## src/rtl/tmr_ctrl_pkg.sv

```systemverilog
// Shared types and register mode encodings for the TMR shift-register controller.
package tmr_ctrl_pkg;

   typedef enum logic [2:0] {
      IDLE     = 3'd0,
      TX_LOAD  = 3'd1,
      TX_SHIFT = 3'd2,
      RX_SHIFT = 3'd3,
      RX_DONE  = 3'd4
   } state_t;

   localparam logic [1:0] MODE_SISO_R = 2'b00;
   localparam logic [1:0] MODE_SISO_L = 2'b01;
   localparam logic [1:0] MODE_PISO   = 2'b10;
   localparam logic [1:0] MODE_PIPO   = 2'b11;

endpackage

```

## src/rtl/fault_counter.sv

```systemverilog
// Saturating count of cycles flagged by any replica fault; clear beats increment.
module fault_counter #(
   parameter int unsigned cnt_width = 16
) (
   input  logic                 clk,
   input  logic                 rst,
   input  logic                 inc,
   input  logic                 clr,
   output logic [cnt_width-1:0] count
);

   localparam logic [cnt_width-1:0] CNT_MAX = '1;

   logic [cnt_width-1:0] count_q;
   logic [cnt_width-1:0] count_d;

   always_comb begin
      count_d = count_q;
      if (clr) begin
         count_d = '0;
      end else if (inc && (count_q != CNT_MAX)) begin
         count_d = count_q + cnt_width'(1);
      end
   end

   always_ff @(posedge clk) begin
      if (rst) begin
         count_q <= '0;
      end else begin
         count_q <= count_d;
      end
   end

   assign count = count_q;

endmodule

```

## src/rtl/tmr_shift_ctrl.sv

```systemverilog
// Sequencer for the TMR shift register: serialises tx words (PISO), captures rx
// words (SISO-right) and tracks replica faults.
module tmr_shift_ctrl
   import tmr_ctrl_pkg::*;
#(
   parameter int unsigned width     = 64,
   parameter int unsigned cnt_width = 16
) (
   input  logic                 clk,
   input  logic                 rst,
   input  logic                 tx_valid,
   output logic                 tx_ready,
   input  logic [width-1:0]     tx_data,
   output logic                 tx_bit_valid,
   input  logic                 rx_req,
   output logic                 rx_bit_strobe,
   output logic                 rx_valid,
   output logic [width-1:0]     rx_data,
   input  logic [width-1:0]     reg_parallel_out,
   input  logic                 fault_1,
   input  logic                 fault_2,
   input  logic                 fault_3,
   output logic                 reg_enable,
   output logic                 reg_load,
   output logic [1:0]           reg_mode,
   output logic [width-1:0]     reg_parallel_in,
   output logic                 busy,
   output logic [cnt_width-1:0] fault_count,
   input  logic                 fault_count_clr
);

   localparam int unsigned   CNT_W    = (width > 1) ? $clog2(width) : 1;
   localparam logic [CNT_W-1:0] LAST_BIT = CNT_W'(width - 1);

   state_t             state_q, state_d;
   logic [CNT_W-1:0]   bit_cnt_q, bit_cnt_d;
   logic [width-1:0]   par_in_q, par_in_d;
   logic [width-1:0]   rx_data_q, rx_data_d;

   logic               tx_ready_q, tx_ready_d;
   logic               tx_bit_valid_q, tx_bit_valid_d;
   logic               rx_bit_strobe_q, rx_bit_strobe_d;
   logic               rx_valid_q, rx_valid_d;
   logic               reg_enable_q, reg_enable_d;
   logic               reg_load_q, reg_load_d;
   logic [1:0]         reg_mode_q, reg_mode_d;
   logic               busy_q, busy_d;

   logic               fault_any;

   // Next state and datapath; outputs are decoded from the next state so the
   // registered outputs line up with the state they describe.
   always_comb begin
      state_d   = state_q;
      bit_cnt_d = bit_cnt_q;
      par_in_d  = par_in_q;
      rx_data_d = rx_data_q;

      case (state_q)
         IDLE: begin
            bit_cnt_d = '0;
            if (tx_ready_q) begin
               if (tx_valid) begin
                  par_in_d = tx_data;
                  state_d  = TX_LOAD;
               end else if (rx_req) begin
                  state_d = RX_SHIFT;
               end
            end
         end
         TX_LOAD: begin
            bit_cnt_d = '0;
            state_d   = TX_SHIFT;
         end
         TX_SHIFT: begin
            if (bit_cnt_q == LAST_BIT) begin
               state_d = IDLE;
            end else begin
               bit_cnt_d = bit_cnt_q + CNT_W'(1);
            end
         end
         RX_SHIFT: begin
            if (bit_cnt_q == LAST_BIT) begin
               state_d = RX_DONE;
            end else begin
               bit_cnt_d = bit_cnt_q + CNT_W'(1);
            end
         end
         RX_DONE: begin
            rx_data_d = reg_parallel_out;
            state_d   = IDLE;
         end
         default: begin
            state_d = IDLE;
         end
      endcase

      tx_ready_d      = 1'b0;
      tx_bit_valid_d  = 1'b0;
      rx_bit_strobe_d = 1'b0;
      rx_valid_d      = 1'b0;
      reg_enable_d    = 1'b0;
      reg_load_d      = 1'b0;
      reg_mode_d      = MODE_PIPO;
      busy_d          = (state_d != IDLE);

      case (state_d)
         IDLE: begin
            tx_ready_d = 1'b1;
         end
         TX_LOAD: begin
            reg_mode_d   = MODE_PISO;
            reg_load_d   = 1'b1;
            reg_enable_d = 1'b1;
         end
         TX_SHIFT: begin
            reg_mode_d     = MODE_PISO;
            reg_enable_d   = 1'b1;
            tx_bit_valid_d = 1'b1;
         end
         RX_SHIFT: begin
            reg_mode_d      = MODE_SISO_R;
            reg_enable_d    = 1'b1;
            rx_bit_strobe_d = 1'b1;
         end
         RX_DONE: begin
            rx_valid_d = 1'b1;
         end
         default: begin
            tx_ready_d = 1'b0;
         end
      endcase
   end

   always_ff @(posedge clk) begin
      if (rst) begin
         state_q         <= IDLE;
         bit_cnt_q       <= '0;
         par_in_q        <= '0;
         rx_data_q       <= '0;
         tx_ready_q      <= 1'b0;
         tx_bit_valid_q  <= 1'b0;
         rx_bit_strobe_q <= 1'b0;
         rx_valid_q      <= 1'b0;
         reg_enable_q    <= 1'b0;
         reg_load_q      <= 1'b0;
         reg_mode_q      <= MODE_PIPO;
         busy_q          <= 1'b0;
      end else begin
         state_q         <= state_d;
         bit_cnt_q       <= bit_cnt_d;
         par_in_q        <= par_in_d;
         rx_data_q       <= rx_data_d;
         tx_ready_q      <= tx_ready_d;
         tx_bit_valid_q  <= tx_bit_valid_d;
         rx_bit_strobe_q <= rx_bit_strobe_d;
         rx_valid_q      <= rx_valid_d;
         reg_enable_q    <= reg_enable_d;
         reg_load_q      <= reg_load_d;
         reg_mode_q      <= reg_mode_d;
         busy_q          <= busy_d;
      end
   end

   // The last serial bit lands in the register on the edge that enters RX_DONE,
   // so the word is passed through in that cycle and held afterwards.
   assign rx_data = (state_q == RX_DONE) ? reg_parallel_out : rx_data_q;

   assign tx_ready        = tx_ready_q;
   assign tx_bit_valid    = tx_bit_valid_q;
   assign rx_bit_strobe   = rx_bit_strobe_q;
   assign rx_valid        = rx_valid_q;
   assign reg_enable      = reg_enable_q;
   assign reg_load        = reg_load_q;
   assign reg_mode        = reg_mode_q;
   assign reg_parallel_in = par_in_q;
   assign busy            = busy_q;

   assign fault_any = fault_1 | fault_2 | fault_3;

   fault_counter #(
      .cnt_width(cnt_width)
   ) u_fault_counter (
      .clk  (clk),
      .rst  (rst),
      .inc  (fault_any),
      .clr  (fault_count_clr),
      .count(fault_count)
   );

endmodule

```

## config.mk

```make
export PLATFORM = sky130hd
export DESIGN_NAME = tmr_shift_ctrl
export DESIGN_NICKNAME = d
export VERILOG_FILES = /design/src/rtl/tmr_ctrl_pkg.sv /design/src/rtl/fault_counter.sv /design/src/rtl/tmr_shift_ctrl.sv
export SDC_FILE = /design/constraint.sdc
export NUM_CORES = 1
export LEC_CHECK = 0
export ABC_AREA = 1
export ABC_CLOCK_PERIOD_IN_PS = 2000
export CAP_MARGIN = 20
export CORE_AREA = 2 2 129 131
export DETAILED_ROUTE_END_ITERATION = 10
export DIE_AREA = 0 0 131 133
export PLACE_DENSITY = 0.82
export SLEW_MARGIN = 15
export SYNTH_ARGS = -nofsm -noshare
export SYNTH_HDL_FRONTEND = slang
export SYNTH_SLANG_ARGS = --single-unit
```

## constraint.sdc

```tcl
create_clock -name clk -period 2 [get_ports clk]
set_input_delay 0.2 -clock clk [delete_from_list [all_inputs] [get_ports clk]]
set_output_delay 0.2 -clock clk [all_outputs]
set_load 0.1 [all_outputs]
```

## Yosys cells after proc, flatten, opt, wreduce, memory -nomap -nowiden

Index checks and enable logic that the tools add are counted.

- Equality and inequality tests: 11
- Reduce and logical (&&, ||, !) cells: 12
- Bitwise gates (word level): 2
- Add/sub/neg operators: 2
- Muxes and demuxes: 16

Operators with widths:

| cell | count |
|---|---|
| $mux 64 | 1 |
| $add 16x1->16 const B | 1 |
| $ne 16x16->1 const B | 1 |
| $mux 3 | 5 |
| $eq 3x2->1 const B | 4 |
| $pmux 3 s4 | 1 |
| $pmux 6 s2 | 1 |
| $reduce_or 2->1 | 4 |
| $add 6x1->6 const B | 1 |
| $eq 3x1->1 const B | 2 |
| $eq 3x3->1 const B | 2 |
| $eq 6x6->1 const B | 1 |
| $logic_not 3->1 | 2 |
| $mux 1 | 6 |
| $mux 6 | 1 |
| $pmux 2 s2 | 1 |
| $reduce_and 3->1 | 1 |
| $reduce_bool 3->1 | 1 |
| $reduce_or 3->1 | 1 |
| $ne 2x2->1 const B | 1 |
| $or 1x1->1 | 2 |
| $reduce_and 2->1 | 1 |
| $reduce_bool 2->1 | 1 |
| $logic_and 1x1->1 | 1 |

- Logic and storage cells: 56
- Register bits after elaboration: 162
- Output and inout bits: 153
- Input port bits: 136

## Longest topological paths before layout

Gate-level depths: netlist (run 1).

- Word-level depth: 7
- Gate-level depth with buffers: 10

## Modules after synthesis

A second synthesis (run 1) with hierarchy kept.

- Cell total of the unflattened synthesis: 939
- Area, all modules: 6,667.6 sq um

Modules (own cells, without submodules):

| module | cells each | seq. area each (sq um) | times used | area each (sq um) |
|---|---|---|---|---|
| tmr_shift_ctrl | 783 | 2,922.8 | 1 | 5,662.9 |
| fault_counter | 156 | 320.3 | 1 | 1,004.7 |

## Least setup slack after synthesis (run 1)

No wires, ideal clock.

- Path kind: flip-flop to flip-flop
- Start point: register u_fault_counter.count_q[0], in the netlist u_fault_counter.count[0]
- End point: register u_fault_counter.count_q[10], in the netlist u_fault_counter.count[10]
- Path buffers: 1
- Clock period less this slack: 2.255 ns
- Data arrival time: 2.112 ns
- Cell stages (with the launch flop): 10
- Path slack: -0.255 ns
- Path through: dfxtp_1 ha_1 inv_1 nor2_1 nand2_1 nor2_2 nor2_4 buf_6 nand2_1 a21oi_2

- Cells in the longest elaborated chain, start to end: 2
- Elaborated cells on any way between the ends: 3

RTL lines:

| item | line | RTL |
|---|---|---|
| start: declaration | fault_counter.sv:14 | `logic [cnt_width-1:0] count_q;` |
| start signal: assignment | fault_counter.sv:30 | `count_q <= count_d;` |
| branches (longest 2 deep; another with $add 16x1->16) | n/a |  |

Several ways; the timed one is not identified.
A chain may end at the register's enable or synchronous reset.

## Worst setup path after layout (run 1)

- Start point: register state_q[0]
- End point: output port rx_data[24]

- Cells in the longest elaborated chain, start to end: 2

RTL lines:

| item | line | RTL |
|---|---|---|
| start: declaration | tmr_shift_ctrl.sv:35 | `state_t state_q, state_d;` |
| start signal: assignment | tmr_shift_ctrl.sv:150 | `state_q <= state_d;` |
| $eq 3x3->1 | tmr_shift_ctrl.sv:167 | `assign rx_data = (state_q == RX_DONE) ? reg_parallel_out : rx_data_q;` |
| $mux 64 | n/a |  |
| end: declaration | tmr_shift_ctrl.sv:18 | `output logic [width-1:0] rx_data,` |

Every way passes these cells.

==> results.sh, run 1 <==
export IMPL_outcome="completed"
export IMPL_start_util_pct=40.6
export IMPL_max_freq_mhz=510
export IMPL_hp_class="input pin to register"
export IMPL_die_w_um=131
export IMPL_worstMarginPinSlew_ns=0.471
export IMPL_critPathLaunchType="register"
export IMPL_initialDrtViolationCount=390
export IMPL_finalSetupTns_ns=0
export IMPL_drc=0
export IMPL_dp_hpwl_um=13900
export IMPL_synth_top_area_share_pct=49.4
export IMPL_die_area_um2=17400
export IMPL_maxSlewHeadroom_pct=68.6
export IMPL_pwr_share_comb_pct=23.4
export IMPL_vdd_drop_max_uv=551
export IMPL_final_util_pct=67.5
export IMPL_grt_max_degree=64
export IMPL_drt_wl_total_um=19600
export IMPL_ys_types=29
export IMPL_clock_sinks=162
export IMPL_ff2ff_path_depth=7
export IMPL_gp_congestion=0.840
export IMPL_post_cts_setup_buffers=0
export IMPL_vias_per_cell=4.61
export IMPL_endpoint="rx_data[24]"
export IMPL_reg2reg_slack_ns=0.37
export IMPL_cts_buffers=17
export IMPL_timing_final_crit_share_pct=98.1
export IMPL_cts_buffer_depth=2
export IMPL_num_io_pins=289
export IMPL_setup_viol=0
export IMPL_grt_pass1_vias=6231
export IMPL_critPathKind="register to primary output"
export IMPL_row_count=47
export IMPL_swShare_pct=35.1
export IMPL_yosys_warnings=0
export IMPL_grt_first_pass_wirelength_um=29700
export IMPL_skew_ns=0.00702
export IMPL_cp_data_required_time_ns=1.80
export IMPL_portBuffers=288
export IMPL_p_sw_uw=3020
export IMPL_antenna_cells=0
export IMPL_synthCells=924
export IMPL_htreeDepth=4
export IMPL_slew_viol_final=0
export IMPL_power_leakage_uw=0.00518
export IMPL_vias=6616
export IMPL_synth_seq_cells=162
export IMPL_end_kind="primary output"
export IMPL_critPathLaunch="state_q[0]"
export IMPL_synth_avg_cell_area_um2=7.11
export IMPL_antenna_found_initial=0
export IMPL_grt_use_total_pct=21.6
export IMPL_rsz0062_at_grt="yes"
export IMPL_crit_fanout=29
export IMPL_fillers=1220
export IMPL_power_frac_clock_pct=36.3
export IMPL_path_clk_slew_ns=0.07
export IMPL_cts_root_buf="clkbuf_16"
export IMPL_overflow=0
export IMPL_netlist_top_cells_area="dfxtp_1 49%, nand2_1 15%, inv_1 8.7%"
export IMPL_maxCapViolCount=0
export IMPL_drt_first_pass_iters=5
export IMPL_syn_nets=1062
export IMPL_nets=1341
export IMPL_post_drt_wl_per_cell_um=13.7
export IMPL_fin_cells=1436
export IMPL_period_minus_slack_ns=1.96
export IMPL_crit_arrival_ns=1.76
export IMPL_synth_area_um2=6570
export IMPL_hold_viol_final=0
export IMPL_drive_above_1_share_pct=23.9
export IMPL_p_per_area_nw_per_um2=789
export IMPL_ctsHoldBuffers=0
export IMPL_r2r_start="u_fault_counter.count[0]"
export IMPL_tritoncts="built"
export IMPL_yosysTopAreaCell="dfxtp_1"
export IMPL_intPower_uw=5590
export IMPL_dp_cells=1402
export IMPL_seqPwrFrac_pct=40.4
export IMPL_area_growth_syn_to_layout_pct=66.2
export IMPL_reg2reg_to="u_fault_counter.count[7]"
export IMPL_yosysSeqAreaShare_pct=49.4
export IMPL_finalPower_uw=8620
export IMPL_coreArea_um2=16200
export IMPL_clock_latency_ns=0.42
export IMPL_drt_antenna_violating_nets=0
export IMPL_die_h_um=133
state kept, by name, summed over array words and instances (netlist names), 2 cells and up:
signal                 flops
bit_cnt_q                  6
reg_mode                   2
reg_parallel_in           64
rx_data_q                 64
state_q                    3
u_fault_counter.count     16
power by group through the flow:
stage / Clock (uW) / Combinational, uW / Sequential, uW
4_1_cts: 3200 / 2000 / 3480
3_3_place_gp: 0 / 1980 / 3540
6_report: 3120 / 2010 / 3480
5_1_grt: 3330 / 2110 / 3500
3_5_place_dp: 0 / 2000 / 3540
2_1_floorplan: 0 / 413 / 4530
worst max-delay path, cell delays in order (launching register included):
cell and delay [ns]:
dfxtp_4 0.37, nor2_4 0.16, nand2_8 0.12, buf_12 0.19, nand2_1 0.11, o21ai_2 0.08, inv_1 0.10, buf_12 0.18
cells by family (layout without fill, tap and decap cells):
family	count (synthesis)	in the layout	share of synthesized area (%)
and+or+nand+nor	401	401	24.2
AOI/OAI and AO/OA	153	153	12.4
adders and majority gates	2	2	0.381
xor gates and xnor gates	6	6	0.800
buffers and inverters	200	492	12.9
DFF	162	162	49.4
repair_timing:
item	4_1_cts	5_1_grt
cloned	1	1
pin swaps	2	1
endpoints found under the setup margin	61	62
resized for setup	35	96
synth_stat cells:
library cell / number
nor2_2: 1
nor3_1: 2
and2_1: 1
clkinv_2: 1
o21bai_1: 1
a21oi_2: 10
inv_1: 153
buf_6: 7
inv_2: 1
nor2_4: 1
nand4_1: 8
buf_1: 1
nor3_4: 1
nand2_1: 267
o21ai_2: 2
or2_2: 1
a21oi_1: 73
dfxtp_1: 162
xnor2_1: 3
o21ai_0: 67
nor2_1: 96
nand3_1: 21
nand3_2: 1
nor3b_1: 1
xor2_1: 3
ha_1: 2
buf_2: 15
buf_4: 6
clkbuf_1: 16
cell usage in the layout, fill, tap and decap left out, types with 4 or more instances in the layout:
cell,instances
dfxtp_1,150
buf_4,100
nand4_1,8
buf_12,69
nor2_1,95
nand2_1,266
o21ai_2,53
nand3_1,21
inv_2,5
clkdlybuf4s50_1,134
clkbuf_16,18
inv_1,149
dfxtp_2,10
a21oi_2,10
a21oi_1,73
clkinvlp_4,4
o21ai_1,13
stage by stage:
| stage | area (um^2) | setup slack, ns | hold WS [ns] |
|---|---|---|---|
| 2_1_floorplan | 6580 | 0.00482 | 0.343 |
| 3_3_place_gp | 10100 | 0.406 | 0.453 |
| 3_5_place_dp | 10100 | 0.301 | 0.455 |
| 4_1_cts | 10700 | -0.0254 | 0.260 |
| 5_1_grt | 10900 | -0.0532 | 0.272 |
| 6_report | 10900 | 0.0386 | 0.264 |
worst min-delay path by stage:
stage / slack (ns) / from / depth (start not counted) / endpoint
3_5_place_dp: 0.46 / reg_parallel_in[55] / 2 / reg_parallel_in[55]
4_1_cts: 0.26 / rst / 5 / u_fault_counter.count[0]
2_1_floorplan: 0.34 / tx_data[0] / 2 / reg_parallel_in[0]
6_report: 0.26 / rst / 5 / u_fault_counter.count[0]
5_1_grt: 0.27 / rst / 5 / u_fault_counter.count[13]
3_3_place_gp: 0.45 / reg_parallel_in[26] / 2 / reg_parallel_in[26]
final cells by class:
cell class / instances / area [um^2] / share of cell area [%]
Clock buffer: 17 / 425 / 3.90
Clock inverter: 15 / 149 / 1.36
Inverter: 155 / 583 / 5.34
Multi-Input combinational cell: 562 / 2700 / 24.7
Sequential cell: 162 / 3260 / 29.9
Tap cell: 220 / 275 / 2.52
Timing Repair Buffer: 305 / 3530 / 32.3
routing by layer:
layer | track usage, % | wire length [um]
met1 | 23.6 | 7490
met2 | 36.1 | 9630
met3 | 10.4 | 1970
met4 | 7.68 | 521
met5 | 0 | 0
Note: power is estimated with default switching activity, not from simulation.
==> run 2, diff against run 1 <==
--- a/config.mk
+++ b/config.mk
@@ -6,13 +6,12 @@
 export NUM_CORES = 1
 export LEC_CHECK = 0
 export ABC_AREA = 1
-export ABC_CLOCK_PERIOD_IN_PS = 2000
+export ABC_CLOCK_PERIOD_IN_PS = 1950
 export CAP_MARGIN = 20
 export CORE_AREA = 2 2 129 131
 export DETAILED_ROUTE_END_ITERATION = 10
 export DIE_AREA = 0 0 131 133
 export PLACE_DENSITY = 0.82
-export SLEW_MARGIN = 15
 export SYNTH_ARGS = -nofsm -noshare
 export SYNTH_HDL_FRONTEND = slang
 export SYNTH_SLANG_ARGS = --single-unit
==> constraint.sdc (replaced) <==
create_clock -name clk -period 1.95 [get_ports clk]
set_input_delay 0.195 -clock clk [delete_from_list [all_inputs] [get_ports clk]]
set_output_delay 0.195 -clock clk [all_outputs]
set_load 0.1 [all_outputs]
==> results.sh, run 2 (synthesis results as in run 1) <==
export IMPL_htreeDepth=4
export IMPL_grt_use_total_pct=22.8
export IMPL_drc=0
export IMPL_dp_slack_ns=0.270
export IMPL_vias=6779
export IMPL_path_clk_slew_ns=0.07
export IMPL_pwr_share_comb_pct=23.6
export IMPL_gp_congestion=0.857
export IMPL_intPower_uw=5770
export IMPL_power_frac_clock_pct=36.6
export IMPL_cts_buffers=17
export IMPL_clock_latency_ns=0.41
export IMPL_grt_max_degree=99
export IMPL_rsz0062_at_grt="yes"
export IMPL_final_cell_mix="249 x nand2_1, 144 x dfxtp_1, 134 x inv_1, 134 x clkdlybuf4s50_1, 103 x buf_4"
export IMPL_maxCapViolCount=0
export IMPL_num_io_pins=289
export IMPL_setup_viol=2
export IMPL_start_util_pct=40.6
export IMPL_final_cell_area_um2=11100
export IMPL_post_drt_wl_per_cell_um=14.5
export IMPL_tritoncts="built"
export IMPL_cp_data_required_time_ns=1.75
export IMPL_fin_cells=1443
export IMPL_end_kind="primary output"
export IMPL_drt_first_pass_iters=6
export IMPL_dp_cells=1400
export IMPL_antenna_found_initial=0
export IMPL_slew_viol_final=0
export IMPL_hp_class="input pin to register"
export IMPL_portBuffers=288
export IMPL_ctsHoldBuffers=0
export IMPL_max_freq_mhz=507
export IMPL_row_count=47
export IMPL_fillers=1181
export IMPL_timing_final_crit_share_pct=101
export IMPL_initialDrtViolationCount=271
export IMPL_worstMarginPinSlew_ns=0.540
export IMPL_nets=1348
export IMPL_hold_viol_final=0
export IMPL_die_h_um=133
export IMPL_grt_first_pass_wirelength_um=31100
export IMPL_cts_root_buf="clkbuf_16"
export IMPL_vdd_drop_max_uv=552
export IMPL_setup_ws_ns=-0.0242
export IMPL_drt_antenna_violating_nets=0
export IMPL_vias_per_cell=4.70
export IMPL_p_sw_uw=3160
export IMPL_area_growth_syn_to_layout_pct=68.7
export IMPL_crit_arrival_ns=1.78
export IMPL_maxSlewHeadroom_pct=63.9
export IMPL_drive_above_1_share_pct=27.5
export IMPL_period_minus_slack_ns=1.97
export IMPL_critPathLaunch="state_q[0]"
export IMPL_p_per_area_nw_per_um2=805
export IMPL_r2r_start="u_fault_counter.count[0]"
export IMPL_grt_pass1_vias=6420
export IMPL_crit_fanout=10
export IMPL_final_util_pct=68.6
export IMPL_outcome="finished with violations"
export IMPL_critPathKind="register to primary output"
export IMPL_die_w_um=131
export IMPL_min_from="rst"
export IMPL_antenna_cells=0
export IMPL_clock_sinks=162
export IMPL_power_leakage_uw=0.00519
export IMPL_coreArea_um2=16200
export IMPL_final_common_cell="nand2_1"
export IMPL_seqPwrFrac_pct=39.8
export IMPL_drt_wl_total_um=20900
export IMPL_swShare_pct=35.4
export IMPL_cts_buffer_depth=2
export IMPL_place_area_um2=10100
export IMPL_skew_ns=0.0101
export IMPL_critPathLaunchType="register"
export IMPL_dp_hpwl_um=14300
export IMPL_overflow=0
export IMPL_die_area_um2=17400
export IMPL_violations="setup timing"
## run 2: critical path, stage by stage (launching register included)
cell and delay (ns):
dfxtp_4 0.35, nor2_4 0.15, nand2_8 0.11, buf_6 0.17
buf_12 0.15, nand2_1 0.08, o21ai_2 0.07, inv_1 0.09
buf_12 0.18
## run 2: routing by layer
layer | GRT usage, % | vias up | wire [um]
li1 | - | 3383 | -
met1 | 24.3 | 3098 | 7720
met4 | 8.57 | 0 | 611
met3 | 10.3 | 37 | 2220
met5 | 0 | - | 0
met2 | 39.1 | 261 | 10300
## run 2: power by group through the flow
stage	clock, uW	combinational [uW]	sequential (uW)
3_3_place_gp	0	2050	3620
2_1_floorplan	0	423	4650
4_1_cts	3340	2100	3550
6_report	3270	2100	3550
5_1_grt	3520	2200	3570
3_5_place_dp	0	2060	3630
## run 2: per-stage QoR
step	hold slack, ns	setup TNS, ns	power (uW)
finish	0.0875	-0.0271	8930
detailed placement	0.456	0	5690
global route	0.0903	-1.65	9290
floorplan	0.338	0	5070
global placement	0.453	0	5670
CTS	0.0800	-0.0367	8990
## run 2: layout make-up
class | instances | area [um^2] | area share, %
inverters | 155 | 583 | 5.26
repair buffers | 312 | 3600 | 32.4
clock inverters | 15 | 161 | 1.46
multi-input cells | 562 | 2780 | 25.0
flip-flops and latches | 162 | 3270 | 29.5
well taps | 220 | 275 | 2.48
clock buffers | 17 | 425 | 3.84
## run 2: path summary, 6_finish.rpt
path,slack (ns),endpoint,cells past startpoint
setup / recovery,-0.02,rx_data[61],8
hold reg to reg,0.46,reg_parallel_in[4],2
setup reg to reg,0.32,u_fault_counter.count[3],7
hold / removal,0.09,reg_parallel_in[11],2
## run 2: timing repair
action,CTS,global route
pin swaps,2,1
cloned,1,2
setup endpoints to repair,61,58
buffers inserted,4,4
endpoints found under the hold margin,0,0
resized for setup,83,84
